$ cat src/rtl/commit_trace_buffer.sv
// Commit/exception trace capture: forms per-cycle trace records in program order
// and queues them in a DEPTH-entry FIFO drained over a valid/ready stream.
module commit_trace_buffer #(
    parameter int NR_PORTS = 2,
    parameter int DEPTH    = 8,
    parameter int VLEN     = 39,
    parameter int XLEN     = 64
) (
    input  logic                     clk_i,
    input  logic                     rst_i,
    input  logic [31:0]              cycle_i,
    input  logic [1:0]               priv_lvl_i,
    input  logic                     debug_mode_i,
    input  logic [NR_PORTS-1:0]      commit_valid_i,
    input  logic [NR_PORTS*VLEN-1:0] pc_i,
    input  logic [NR_PORTS*32-1:0]   instr_i,
    input  logic [NR_PORTS*5-1:0]    rd_i,
    input  logic [NR_PORTS-1:0]      rd_fpr_i,
    input  logic [NR_PORTS*XLEN-1:0] wdata_i,
    input  logic                     exc_valid_i,
    input  logic [VLEN-1:0]          exc_pc_i,
    input  logic [31:0]              exc_tval_i,
    input  logic [XLEN-1:0]          exc_cause_i,
    output logic                     rec_valid_o,
    input  logic                     rec_ready_i,
    output logic [1:0]               rec_type_o,
    output logic [31:0]              rec_cycle_o,
    output logic [1:0]               rec_mode_o,
    output logic [63:0]              rec_pc_o,
    output logic [31:0]              rec_instr_o,
    output logic [4:0]               rec_rd_o,
    output logic [XLEN-1:0]          rec_data_o,
    output logic [15:0]              drop_cnt_o,
    output logic                     overflow_o
);
    localparam int PTR_W = $clog2(DEPTH);
    localparam int CNT_W = PTR_W + 1;
    localparam int NC    = NR_PORTS + 1;

    typedef struct packed {
        logic [1:0]      typ;
        logic [31:0]     cycle;
        logic [1:0]      mode;
        logic [63:0]     pc;
        logic [31:0]     instr;
        logic [4:0]      rd;
        logic [XLEN-1:0] data;
    } rec_t;

    rec_t             mem [DEPTH];
    rec_t             cand [NC];
    rec_t             head;
    logic [NC-1:0]    cand_vld;
    logic [PTR_W-1:0] slot_off [NC];
    logic [CNT_W-1:0] n_rec, free, count, pushed;
    logic [PTR_W-1:0] wptr, rptr;
    logic [1:0]       mode;
    logic             admit, pop, exc_keep;
    logic [16:0]      drop_sum;

    assign mode     = debug_mode_i ? 2'd2 : priv_lvl_i;
    assign exc_keep = exc_valid_i && (exc_cause_i != XLEN'(2)) &&
                      !((exc_cause_i == XLEN'(24)) && !debug_mode_i);

    // Candidates in program order (ports, then exception); each valid one gets
    // the next consecutive slot offset from the write pointer.
    always_comb begin
        logic [CNT_W-1:0] acc;
        acc = '0;
        for (int j = 0; j < NC; j++) begin
            cand[j]     = '0;
            cand_vld[j] = 1'b0;
            slot_off[j] = '0;
        end
        for (int i = 0; i < NR_PORTS; i++) begin
            cand_vld[i]    = commit_valid_i[i];
            cand[i].typ    = rd_fpr_i[i] ? 2'd2 : ((rd_i[i*5 +: 5] == 5'd0) ? 2'd0 : 2'd1);
            cand[i].cycle  = cycle_i;
            cand[i].mode   = mode;
            cand[i].pc     = 64'(pc_i[i*VLEN +: VLEN]);
            cand[i].instr  = instr_i[i*32 +: 32];
            cand[i].rd     = rd_i[i*5 +: 5];
            cand[i].data   = (cand[i].typ == 2'd0) ? '0 : wdata_i[i*XLEN +: XLEN];
        end
        cand_vld[NR_PORTS]     = exc_keep;
        cand[NR_PORTS].typ     = 2'd3;
        cand[NR_PORTS].cycle   = cycle_i;
        cand[NR_PORTS].mode    = mode;
        cand[NR_PORTS].pc      = 64'(exc_pc_i);
        cand[NR_PORTS].instr   = exc_tval_i;
        cand[NR_PORTS].data    = exc_cause_i;
        for (int j = 0; j < NC; j++) begin
            slot_off[j] = acc[PTR_W-1:0];
            acc         = acc + CNT_W'(cand_vld[j]);
        end
        n_rec = acc;
    end

    // Free space ignores a same-edge pop so admission never depends on the sink.
    assign free     = CNT_W'(DEPTH) - count;
    assign admit    = (n_rec <= free);
    assign pushed   = admit ? n_rec : '0;
    assign pop      = rec_valid_o && rec_ready_i;
    assign drop_sum = {1'b0, drop_cnt_o} + 17'(n_rec);

    always_ff @(posedge clk_i) begin
        if (rst_i) begin
            wptr       <= '0;
            rptr       <= '0;
            count      <= '0;
            drop_cnt_o <= '0;
            overflow_o <= 1'b0;
        end else begin
            if (admit)
                wptr <= wptr + PTR_W'(n_rec);
            if (pop)
                rptr <= rptr + 1'b1;
            count <= count + pushed - CNT_W'(pop);
            if (!admit) begin
                drop_cnt_o <= drop_sum[16] ? 16'hFFFF : drop_sum[15:0];
                overflow_o <= 1'b1;
            end
        end
    end

    always_ff @(posedge clk_i) begin
        if (!rst_i && admit)
            for (int j = 0; j < NC; j++)
                if (cand_vld[j])
                    mem[wptr + slot_off[j]] <= cand[j];
    end

    assign rec_valid_o = (count != '0);
    assign head        = rec_valid_o ? mem[rptr] : '0;
    assign rec_type_o  = head.typ;
    assign rec_cycle_o = head.cycle;
    assign rec_mode_o  = head.mode;
    assign rec_pc_o    = head.pc;
    assign rec_instr_o = head.instr;
    assign rec_rd_o    = head.rd;
    assign rec_data_o  = head.data;

endmodule

$ cat config.mk
export PLATFORM = sky130hd
export DESIGN_NAME = commit_trace_buffer
export DESIGN_NICKNAME = d
export VERILOG_FILES = /design/src/rtl/commit_trace_buffer.sv
export SDC_FILE = /design/constraint.sdc
export NUM_CORES = 2
export LEC_CHECK = 0
export ABC_CLOCK_PERIOD_IN_PS = 28000
export BUFFER_PORTS_ARGS = -buffer_cell sky130_fd_sc_hd__buf_4
export CAP_MARGIN = 20
export CORE_MARGIN = 3
export CORE_UTILIZATION = 45
export DETAILED_ROUTE_END_ITERATION = 10
export MAX_ROUTING_LAYER = met4
export PLACE_DENSITY = 0.65
export SLEW_MARGIN = 20
export SYNTH_ARGS = -nofsm -noshare
export SYNTH_HDL_FRONTEND = slang
export SYNTH_SLANG_ARGS = --single-unit
$ cat constraint.sdc
create_clock -name clk_i -period 28 [get_ports clk_i]
set_clock_uncertainty 0.1 [all_clocks]
set_input_delay 7 -clock clk_i [delete_from_list [all_inputs] [get_ports clk_i]]
set_output_delay 7 -clock clk_i [all_outputs]
set_load 0.1 [all_outputs]
==> summary.txt <==
Yosys
  – Async S/R FF share, synth: 0%
  – Cell taking the most area after synthesis: edfxtp_1
  – Largest cells by area after synthesis: edfxtp_1, mux2_2, mux4_2
  – Top FF cell, synth: edfxtp_1
  – Mean post-synth cell area: between 10 and 15 µm²
  – Post-synthesis sequential element count: 1438
  – Ys Warns: 0
  – Post-synth EDFFs: ~1400
  – Cells after Synth: approximately 6000
  – Distinct cells, synth: slightly above 50
  – Sequential fraction of the synthesis area: roughly half
  – Commonest cells in the synthesized netlist: edfxtp_1, mux2_2, o21ai_0, nand3_1, mux4_2
  – Synth top area share: slightly below 50%
  – Most common cell in the synthesized netlist: edfxtp_1
  – Post-Syn Area: a little over 80000 µm²

Floorplanning
  – Die Ht: between 400 and 500 µm
  – Io pins: a little under 700
  – Initial core utilization: about 46%
  – Die Wd: between 400 and 500 µm
  – Core area: around 180000 µm²
  – Full die area: ~190000 µm²
  – Cell Rows: about 160

Layout
  – Final cell count without fillers: between 8000 and 9000
  – Final instance area: 94700 µm²
  – Storage cell area: 42300 µm²
  – Fillers: ~15000
  – Share of layout cells above drive strength 1: between 40% and 50%
  – Total Nets Final: 6803
  – Syn-to-layout area delta: 14.5%
  – Multi-input logic area: roughly 38000 µm²

Clock network
  – Clock latency on the worst-skew pair: 0.84 ns
  – Hold buffers post-CTS: 0
  – Setup bufs post-CTS: 0
  – Clock transition at the registers of the reported paths: roughly 0.06 ns
  – TritonCTS Buffers: ~160
  – Deepest clock path buffer count: 3
  – CTS H-tree depth: 4
  – Sink Count: roughly 1400
  – CTS Root Cell: clkbuf_16
  – CTS tree: done
  – CTS-repair resized insts: 0

STA
  – Period minus WS final: about 15 ns
  – RSZ-0062 raised after global routing: no
  – Fmax: between 60 and 70 MHz
  – Max-slew violation count: 0
  – Setup TNS Final: 0 ns
  – Relative slew slack: under 10%
  – Hold Slack: 0.416 ns
  – Final-report setup violation count: 0
  – Worst slew pin tran: between 1 and 1.5 ns
  – Period utilization: between 50% and 60%
  – Final hold viol count: 0
  – Worst setup margin: 12.60 ns

Run
  – Max cap viols: 0

Global routing
  – First-pass GRT wire length: slightly below 400 mm
  – Vias in the first global route: 56300
  – Total gr overflow: 0
  – Total track usage: 29.6%
  – Initial antenna violation count: between 90 and 100
  – Largest net degree at the start of global routing: 187

Placed design
  – Gpl congestion: 0.841
  – IO Port Bufs: 651
  – Placed Cells incl. Taps: 8603
  – Setup WS pre-CTS: 11.71 ns
  – HPWL Detailed: between 150 and 200 mm
  – Placed instance area: about 89000 µm²

Routing
  – DR pass1 iterations: 6
  – Antenna Nets Post-Route: 0
  – Via-to-Cell Ratio: 6.23
  – DR WL/cell: between 30 and 40 µm
  – Via Count: 56000
  – Initial drt markers: approximately 6000
  – DRC: 0
  – Routed Wire Length: 276 mm

Setup path
  – WP data required: ~28 ns
  – Startpoint class of the critical path: input pin
  – Critical path type: input pin to flip-flop
  – Crit-path max FO: a little under 60
  – CP endpoint kind: flip-flop
  – Reg-to-Reg Start: count[0]
  – Critical Path Source: exc_cause_i[45]
  – Critical Path AT: around 16 ns

Worst hold path
  – Hold Path Class: flip-flop to flip-flop
  – Min-delay src: drop_cnt_o[15]

Outcome
  – Outcome: finished, final reports clean

Pwr
  – Gate power share: 45.5%
  – Worst VDD drop: about 0.14 mV
  – Clock power share: roughly 23%
  – Sw Share: 43.3%
  – Leakage power total: approximately 31 nW
  – PD cells: 103 nW/µm²
  – Switch Pwr: 4.21 mW
  – Seq pwr share: 31.6%
  – Pint: ~5.5 mW
[through the flow]
stage          power (mW)  util [%]
2_1_floorplan        6.40         -
3_5_place_dp         7.55      48.9
3_3_place_gp         7.50      48.9
6_report             9.73      52.1
5_1_grt              10.1      52.1
4_1_cts              9.79      52.0
[registers in the layout (all words and copies together) (netlist names), named ones only]
name	count
wptr	3
rptr	3
drop_cnt_o	16
overflow_o	1
count	4
mem	1408
[layout make-up]
class	instances	share of cell area (%)
antenna	87	0.230
multi-input combinational	3919	39.7
clock buffer	200	4.56
tap	2449	3.24
timing repair buffer	749	6.13
clock inverter	95	1.30
sequential	1438	44.7
inverter	49	0.194
[logic make-up after synthesis]
group	synth area share, %
AO/OA/AOI/OAI	4.57
XOR/XNOR	0.159
adder cells (fa/ha/maj)	0.439
buffers and inverters	3.74
flip-flops	51.2
multiplexers	34.3
other	0.00453
AND/OR/NAND/NOR	5.62
[path summary, 6_finish.rpt]
kind,endpoint,slack [ns],depth (start not counted)
worst min register to register,drop_cnt_o[15],0.42,1
worst max register to register,mem[4][27],21.08,11
worst max-delay path,mem[4][27],12.60,15
worst min-delay path,drop_cnt_o[15],0.42,1
[per-layer routing]
metal | wire, µm | global-route usage [%] | part of all wire, % | vias up
li1 | - | - | - | 24100
met1 | 108000 | 36.6 | 39 | 28800
met2 | 133000 | 46.6 | 48 | 2487
met3 | 21800 | 5.77 | 7.9 | 536
met4 | 13200 | 14.7 | 4.8 | 0
met5 | 0 | - | 0 | -
[layout by cell type, fill, tap and decap left out, drive strengths merged, types with 14 or more instances in the layout]
| cell type | netlist | routed |
|---|---|---|
| mux2 | 1648 | 1648 |
| edfxtp | 1352 | 1352 |
| buf | 363 | 749 |
| o21ai | 564 | 564 |
| nand3 | 544 | 544 |
| mux4 | 352 | 352 |
| nor2 | 234 | 234 |
| clkbuf | 262 | 200 |
| mux2i | 187 | 187 |
| nand2 | 92 | 92 |
| diode | 0 | 87 |
| dfxtp | 86 | 86 |
| clkinv | 0 | 68 |
| a21oi | 59 | 59 |
| inv | 49 | 53 |
| o211a | 36 | 36 |
| conb | 1 | 25 |
| ha | 21 | 21 |
| bufinv | 0 | 20 |
| nand2b | 18 | 18 |
| nor4 | 18 | 18 |
| nor3 | 16 | 16 |
| a211oi | 14 | 14 |
[worst max-delay path: stages]
cell and delay, ns:
buf_4 0.15, nor4_2 0.92, nand4_1 0.41, nor4_1 0.44, nand3_2 0.39, and2_1 0.35, fa_1 0.49, ha_1 0.35
and3b_1 0.19, o211a_1 0.61, nand2_2 0.75, nand4_4 0.85, nand3_4 0.88, buf_4 0.78, buf_4 1.00
[power groups by stage]
stage	Combinational, mW	Sequential, mW	Clock, mW
final	4.43	3.07	2.23
after global routing	4.61	3.11	2.35
after CTS	4.44	3.07	2.27
after detailed placement	4.43	3.12	0
after global placement	4.39	3.11	0
after floorplan	3.25	3.15	0
No activity file was read; power rests on OpenSTA's default activity.
